`src/rtl/voice_allocator_if.sv`:
```
// Key/voice bus between the debounced push-button bank, the voice allocator
// and the oscillator/mixer datapath.
interface voice_allocator_if #(
  parameter int NUM_KEYS   = 21,
  parameter int NUM_VOICES = 4,
  parameter int KEY_W      = 5,
  parameter int VOICE_W    = 2
);
  logic                        en;
  logic [NUM_KEYS-1:0]         pb;
  logic [NUM_VOICES-1:0]       voice_active;
  logic [NUM_VOICES*KEY_W-1:0] voice_key;
  logic                        note_on;
  logic                        note_off;
  logic                        steal;
  logic [VOICE_W-1:0]          evt_voice;
  logic [KEY_W-1:0]            evt_key;
  logic [KEY_W-1:0]            scan_idx;

  modport master (
    output en, pb,
    input  voice_active, voice_key, note_on, note_off, steal, evt_voice, evt_key, scan_idx
  );

  modport slave (
    input  en, pb,
    output voice_active, voice_key, note_on, note_off, steal, evt_voice, evt_key, scan_idx
  );
endinterface

```
`src/rtl/voice_allocator.sv`:
```
// Round-robin key scanner that hands NUM_VOICES oscillator voices to pressed
// keys, stealing the oldest voice when all are busy.
module voice_allocator #(
  parameter int NUM_KEYS   = 21,
  parameter int NUM_VOICES = 4,
  parameter int KEY_W      = 5,
  parameter int VOICE_W    = 2
) (
  input  logic             hwclk,
  input  logic             reset,
  voice_allocator_if.slave bus
);

  localparam logic [KEY_W-1:0]   LAST_KEY = KEY_W'(NUM_KEYS - 1);
  localparam logic [VOICE_W-1:0] AGE_MAX  = VOICE_W'(NUM_VOICES - 1);

  logic [KEY_W-1:0]            scan_idx;
  logic [NUM_KEYS-1:0]         prev;
  logic [NUM_VOICES-1:0]       voice_active;
  logic [NUM_VOICES*KEY_W-1:0] voice_key;
  logic [VOICE_W-1:0]          age [NUM_VOICES];
  logic                        note_on, note_off, steal;
  logic [VOICE_W-1:0]          evt_voice;
  logic [KEY_W-1:0]            evt_key;

  logic               cur_pb, press, release_key;
  logic               free_found, match_found;
  logic [VOICE_W-1:0] free_v, oldest_v, match_v, alloc_v;

  assign cur_pb      = bus.pb[scan_idx];
  assign press       = cur_pb & ~prev[scan_idx];
  assign release_key = ~cur_pb & prev[scan_idx];

  // Descending loops so the lowest index wins every priority decision.
  always_comb begin
    free_found  = 1'b0;
    free_v      = '0;
    match_found = 1'b0;
    match_v     = '0;
    for (int v = NUM_VOICES - 1; v >= 0; v--) begin
      if (!voice_active[v]) begin
        free_found = 1'b1;
        free_v     = VOICE_W'(v);
      end
      if (voice_active[v] && voice_key[v*KEY_W +: KEY_W] == scan_idx) begin
        match_found = 1'b1;
        match_v     = VOICE_W'(v);
      end
    end
  end

  always_comb begin
    oldest_v = '0;
    for (int v = 1; v < NUM_VOICES; v++) begin
      if (age[v] > age[oldest_v]) oldest_v = VOICE_W'(v);
    end
  end

  assign alloc_v = free_found ? free_v : oldest_v;

  always_ff @(posedge hwclk) begin
    if (reset) begin
      scan_idx     <= '0;
      prev         <= '0;
      voice_active <= '0;
      voice_key    <= '0;
      for (int v = 0; v < NUM_VOICES; v++) age[v] <= '0;
      note_on      <= 1'b0;
      note_off     <= 1'b0;
      steal        <= 1'b0;
      evt_voice    <= '0;
      evt_key      <= '0;
    end else begin
      note_on  <= 1'b0;
      note_off <= 1'b0;
      steal    <= 1'b0;
      if (bus.en) begin
        scan_idx       <= (scan_idx == LAST_KEY) ? '0 : scan_idx + 1'b1;
        prev[scan_idx] <= cur_pb;
        if (press) begin
          voice_active[alloc_v]                <= 1'b1;
          voice_key[alloc_v*KEY_W +: KEY_W]    <= scan_idx;
          note_on                              <= 1'b1;
          steal                                <= ~free_found;
          evt_voice                            <= alloc_v;
          evt_key                              <= scan_idx;
          for (int v = 0; v < NUM_VOICES; v++) begin
            if (VOICE_W'(v) == alloc_v)
              age[v] <= '0;
            else if (voice_active[v] && age[v] != AGE_MAX)
              age[v] <= age[v] + 1'b1;
          end
        end else if (release_key && match_found) begin
          voice_active[match_v] <= 1'b0;
          age[match_v]          <= '0;
          note_off              <= 1'b1;
          evt_voice             <= match_v;
          evt_key               <= scan_idx;
        end
      end
    end
  end

  assign bus.scan_idx     = scan_idx;
  assign bus.voice_active = voice_active;
  assign bus.voice_key    = voice_key;
  assign bus.note_on      = note_on;
  assign bus.note_off     = note_off;
  assign bus.steal        = steal;
  assign bus.evt_voice    = evt_voice;
  assign bus.evt_key      = evt_key;

endmodule

```
`src/flat_wrapper.sv`:
```
// flat-port wrapper written by rule: the top's interface ports become plain ports
module voice_allocator_flat 
#(
  parameter int NUM_KEYS   = 21,
  parameter int NUM_VOICES = 4,
  parameter int KEY_W      = 5,
  parameter int VOICE_W    = 2
)
  (hwclk, reset, bus_en, bus_pb, bus_voice_active, bus_voice_key, bus_note_on, bus_note_off, bus_steal, bus_evt_voice, bus_evt_key, bus_scan_idx);
  voice_allocator_if #(.NUM_KEYS(NUM_KEYS), .NUM_VOICES(NUM_VOICES), .KEY_W(KEY_W), .VOICE_W(VOICE_W)) bus_i ();
  input  logic hwclk;
  input  logic reset;
  input wire logic [$bits(bus_i.en)-1:0] bus_en;
  input wire logic [$bits(bus_i.pb)-1:0] bus_pb;
  output wire logic [$bits(bus_i.voice_active)-1:0] bus_voice_active;
  output wire logic [$bits(bus_i.voice_key)-1:0] bus_voice_key;
  output wire logic [$bits(bus_i.note_on)-1:0] bus_note_on;
  output wire logic [$bits(bus_i.note_off)-1:0] bus_note_off;
  output wire logic [$bits(bus_i.steal)-1:0] bus_steal;
  output wire logic [$bits(bus_i.evt_voice)-1:0] bus_evt_voice;
  output wire logic [$bits(bus_i.evt_key)-1:0] bus_evt_key;
  output wire logic [$bits(bus_i.scan_idx)-1:0] bus_scan_idx;
  assign bus_i.en = bus_en;
  assign bus_i.pb = bus_pb;
  assign bus_voice_active = bus_i.voice_active;
  assign bus_voice_key = bus_i.voice_key;
  assign bus_note_on = bus_i.note_on;
  assign bus_note_off = bus_i.note_off;
  assign bus_steal = bus_i.steal;
  assign bus_evt_voice = bus_i.evt_voice;
  assign bus_evt_key = bus_i.evt_key;
  assign bus_scan_idx = bus_i.scan_idx;
  voice_allocator #(.NUM_KEYS(NUM_KEYS), .NUM_VOICES(NUM_VOICES), .KEY_W(KEY_W), .VOICE_W(VOICE_W)) u_core (.hwclk(hwclk), .reset(reset), .bus(bus_i));
endmodule
```
`config.mk`:
```
export PLATFORM = sky130hd
export DESIGN_NAME = voice_allocator_flat
export DESIGN_NICKNAME = d
export VERILOG_FILES = /design/src/rtl/voice_allocator_if.sv /design/src/rtl/voice_allocator.sv /design/src/flat_wrapper.sv
export SDC_FILE = /design/constraint.sdc
export NUM_CORES = 1
export LEC_CHECK = 0
export ABC_CLOCK_PERIOD_IN_PS = 8400
export CORE_MARGIN = 1.5
export CORE_UTILIZATION = 45
export CTS_CLUSTER_DIAMETER = 40
export CTS_CLUSTER_SIZE = 20
export DETAILED_ROUTE_END_ITERATION = 16
export PLACE_DENSITY_LB_ADDON = 0.12
export SLEW_MARGIN = 10
export SYNTH_ARGS = -nofsm -noshare
export SYNTH_HDL_FRONTEND = slang
export SYNTH_SLANG_ARGS = --single-unit
```
`constraint.sdc`:
```
create_clock -name hwclk -period 8.4 [get_ports hwclk]
set_input_delay 1.68 -clock hwclk [delete_from_list [all_inputs] [get_ports hwclk]]
set_output_delay 1.68 -clock hwclk [all_outputs]
set_load 0.05 [all_outputs]
```
Yosys cells after proc, flatten, opt, wreduce, memory -nomap -nowiden
Memory sizes are Yosys's and may differ from the RTL's.
Cells that the tools add are included.
- input bits: 24
- word-level logic and storage cells: 179
- output and inout bits: 39
- flip-flop bits (word level): 60
- RAM bits: 8
- memories: 1
- memories (name ; words ; bits a word ; rd ports ; clocked after Yosys merged registers in ; wr ports ; line ; text):
    u_core.age ; 4 ; 2 ; 6 ; 0 ; 4 ; voice_allocator.sv:21 ; logic [VOICE_W-1:0] age [NUM_VOICES];
- eq/ne operators: 12
- shift operators: 2
- reductions and logical operators: 19
- multipliers: 1
- bitwise gates (word level): 18
- magnitude comparators: 9
- add/subtract/negate cells: 6
- muxes and demuxes: 102
- operators with widths (kind ; count):
    $mux W1 ; 67
    $mux W2 ; 23
    $neg A5 Y34 ; 1
    $shift A5 B34 Y20 const A ; 1
    $shiftx A5 B34 Y20 ; 1
    $bwmux W21 ; 1
    $bwmux W20 ; 1
    $eq A5 B5 Y1 ; 4
    $mux W5 ; 3
    $logic_and A1 B1 Y1 ; 12
    $bmux W1 S5 ; 2
    $add A2 B1 Y2 const B ; 4
    $mux W4 ; 2
    $ne A2 B2 Y1 const B ; 4
    $or A1 B1 Y1 ; 8
    $gt A2 B2 Y1 ; 3
    $lt A2 B3 Y1 const B ; 2
    $lt A5 B6 Y1 const B ; 1
    $add A5 B1 Y5 const B ; 1
    $demux W1 S5 ; 1
    $eq A5 B5 Y1 const B ; 1
    $ge A5 B1 Y1 const B ; 1
    $mul A2 B3 Y5 const B ; 1
    $not A1 Y1 ; 5
    13 further kinds ; 19

Logic depth before layout (Yosys ltp)
An unclocked memory read counts as a cell.
- word-level depth: 19
- gate-level depth with buffers: 24
- depth with buffers taken out: 23

Worst setup path after synthesis
Ideal clock, no wire load.
- path kind: reg2reg
- start point: mem u_core.age[1][1]
- end point: reg u_core.voice_key[19] (netlist: u_core.bus.voice_key[19])
- cell stages (with the launch flop): 21
- required time: 8.330 ns
- setup slack: 3.904 ns
- clock period less this slack: 4.496 ns
- library setup time: 0.070 ns
- arrival time: 4.426 ns
- path buffers: 2
- path through: dfxtp_1 > inv_1 > ha_1 > o22ai_1 > o21ai_0 > ha_1 > nor2b_1 > a2bb2oi_1 > mux2i_1 > ha_1 > nor2b_1 > o21ai_0 > o211ai_1 > a21boi_1 > clkbuf_1 > nand2b_1 > ha_1 > clkbuf_1 > nand2_1 > or4_1 > a21oi_1
- RTL lines (what ; line ; text):
    from (decl) ; voice_allocator.sv:21 ;
    to (signal, indexed assignment) ; voice_allocator.sv:82 ; voice_key[alloc_v*KEY_W +: KEY_W] <= scan_idx;
    to (decl) ; voice_allocator.sv:20 ; logic [NUM_VOICES*KEY_W-1:0] voice_key;

==> results.sh <==
export IMPL_outcome="complete, no violations"
export IMPL_numPortBuffers=62
export IMPL_synth_top_area_share_pct=33.9
export IMPL_cts_root_buf="clkbuf_8"
export IMPL_cts_buffer_depth=2
export IMPL_cts_hold_buf=0
export IMPL_fin_setup_tns_ps=0
export IMPL_antenna_found_initial=0
export IMPL_startpoint_type="flip-flop"
export IMPL_synthTopCellsByArea="dfxtp_1 34%, ha_1 7.2%, nor2_1 5.4%"
export IMPL_grtUsageTotal_pct=22.7
export IMPL_overflow=0
export IMPL_hold_ws_ps=465
export IMPL_hp_class="reg -> reg"
export IMPL_leakagePower_nw=1.85
export IMPL_path_clk_slew_ps=70
export IMPL_cts_tree="yes"
export IMPL_clkPwrFrac_pct=36.9
export IMPL_p_sw_w=0.000217
export IMPL_hold_viol_final=0
export IMPL_fin_cells=627
export IMPL_drcViolationCount=0
export IMPL_grt_pass1_vias=3436
export IMPL_max_freq_mhz=194
export IMPL_synthFlopType="dfxtp_1"
export IMPL_intPower_w=0.000541
export IMPL_drive_gt1_share_pct=8.09
export IMPL_syn_num_nets=510
export IMPL_die_x_um=97.4
export IMPL_fin_worst_skew_ps=7.00
export IMPL_slew_headroom_pct=33.8
export IMPL_ys_warn_count=0
export IMPL_avgSynthCellArea_sq_um=8.67
export IMPL_rows=34
export IMPL_place_gp_congestion=0.781
export IMPL_dieArea_sq_um=9500
export IMPL_fin_util_pct=56.3
export IMPL_yosysTopAreaCell="dfxtp_1"
export IMPL_worstPathArrival_ps=5430
export IMPL_grt_pass1_wl_mm=17.3
export IMPL_power_frac_comb_pct=18.8
export IMPL_power_frac_seq_pct=44.3
export IMPL_clock_sinks=68
export IMPL_worstMarginPinSlew_ps=991
export IMPL_slew_violations=0
export IMPL_dp_cells=612
export IMPL_area_growth_pct=21.8
export IMPL_drv_cap=0
export IMPL_synth_edf_count=0
export IMPL_async_flop_share_pct=0
export IMPL_period_share_pct=61.4
export IMPL_crit_type="reg -> reg"
export IMPL_power_density_nw_per_um2=155
export IMPL_finalCriticalPeriod_ps=5160
export IMPL_wl_mm=10.4
export IMPL_start_util_pct=46.3
export IMPL_wl_per_cell_um=16.6
export IMPL_dp_hpwl_mm=7.48
export IMPL_cts_setup_buffers=0
export IMPL_peakVddDrop_uv=84.7
export IMPL_end_kind="flip-flop"
export IMPL_crit_required_ps=8670
export IMPL_synth_seq_cells=68
export IMPL_finish_net_count=562
export IMPL_yosysMostFrequentCell="dfxtp_1"
export IMPL_die_h_um=97.4
export IMPL_p_sw_share_pct=28.6
export IMPL_insertion_delay_ps=340
export IMPL_htree_levels=3
export IMPL_num_antenna_cells=0
export IMPL_core_area_sq_um=8680
export IMPL_numCtsBuffers=9
export IMPL_antenna_left=0
export IMPL_first_pass_iters=4
export IMPL_netlist_area_sq_um=4010
export IMPL_final_fill_count=790
export IMPL_post_cts_resized=0
export IMPL_yosysSeqAreaShare_pct=33.9
export IMPL_rsz0062_at_grt="false"
export IMPL_drt_iter0_markers=117
export IMPL_path_max_fanout=14
export IMPL_post_synth_most_frequent_cells="68 x dfxtp_1, 58 x nor2_1, 42 x nand2_1"
export IMPL_io_pins=63
export IMPL_syn_inst=463
export IMPL_drt_vias_per_instance=5.67
export IMPL_ys_types=62
export IMPL_setup_viol=0
export IMPL_grt_start_max_net_pins=51
export IMPL_num_vias=3557
==> power groups by stage <==
stage | clock network, W | logic [W] | registers [W]
2_1_floorplan | 0 | 0.0000884 | 0.000355
3_3_place_gp | 0 | 0.000140 | 0.000343
3_5_place_dp | 0 | 0.000142 | 0.000343
4_1_cts | 0.000285 | 0.000143 | 0.000336
5_1_grt | 0.000298 | 0.000154 | 0.000337
6_report | 0.000279 | 0.000142 | 0.000336
==> metrics by stage <==
step | worst slack (ps) | power, W | cell area, sq um
CTS | 3210 | 0.000764 | 4890
detailed placement | 3270 | 0.000486 | 4680
global route | 2790 | 0.000789 | 4890
finish | 3240 | 0.000758 | 4890
floorplan | 3900 | 0.000443 | 4010
global placement | 3520 | 0.000484 | 4680
==> cells in the final DEF, fill, tap and decap left out, types with 10 or more instances in the layout <==
master and instances:
dfxtp_1 68, clkdlybuf4s50_1 62, nor2_1 58, nand2_1 42
inv_1 28, o21ai_0 25, a21oi_1 23, ha_1 23
xor2_1 19, clkbuf_8 12, mux2i_1 11, nor2b_1 10
nand4_1 10, o32ai_1 10
==> per-layer routing <==
layer  GRT usage [%]  up-vias  wire [um]
met3            4.60        7        375
met4            4.84        0         94
met5               0        -          0
met2            40.5       66       5270
met1            28.3     1713       4690
li1                -     1771          -
==> worst max-delay path, stage by stage, from the launching register on <==
cell and delay [ps]:
dfxtp_1 380, inv_1 70, ha_1 310, o22ai_1 320
o21ai_0 180, ha_1 220, nor2b_1 120, a2bb2oi_1 390
mux2i_1 260, ha_1 260, nor2b_1 130, o21ai_0 230
o211ai_1 130, a21boi_1 710, nand2b_1 300, ha_1 420
nand2_1 90, or4_1 420, a21oi_1 160
==> registers in the layout, indices dropped and copies added, names as in the netlist <==
| register | cells |
|---|---|
| u_core.age | 8 |
| u_core.bus.evt_key | 5 |
| u_core.bus.evt_voice | 2 |
| u_core.bus.note_off | 1 |
| u_core.bus.note_on | 1 |
| u_core.bus.scan_idx | 5 |
| u_core.bus.steal | 1 |
| u_core.bus.voice_active | 4 |
| u_core.bus.voice_key | 20 |
| u_core.prev | 21 |
==> logic make-up after synthesis <==
| group | synth area share (%) |
|---|---|
| xor gates and xnor gates | 5.24 |
| adders and majority gates | 7.17 |
| buffers and inverters | 5.67 |
| AOI/OAI and AO/OA | 17.0 |
| and+or+nand+nor | 23.8 |
| DFF | 33.9 |
| muxes | 7.23 |
==> area by class of cell <==
cell class,count,area (sq um),share of cell area (%)
repair buffers,67,658,13.5
well taps,108,135,2.76
clock buffers,14,173,3.53
clock inverters,1,30.0,0.614
multi-input cells,341,2420,49.6
inverters,28,105,2.15
flip-flops and latches,68,1360,27.9
==> path summary, 6_finish.rpt <==
path	from	end	slack (ps)	depth (start not counted)
min	u_core.bus.evt_key[1]	u_core.bus.evt_key[1]	470	2
max reg2reg	u_core.age[1][1]	u_core.bus.voice_key[16]	3240	18
max	u_core.age[1][1]	u_core.bus.voice_key[16]	3240	18
min reg2reg	u_core.bus.evt_key[1]	u_core.bus.evt_key[1]	470	2
Note: power is estimated with default switching activity, not from simulation.
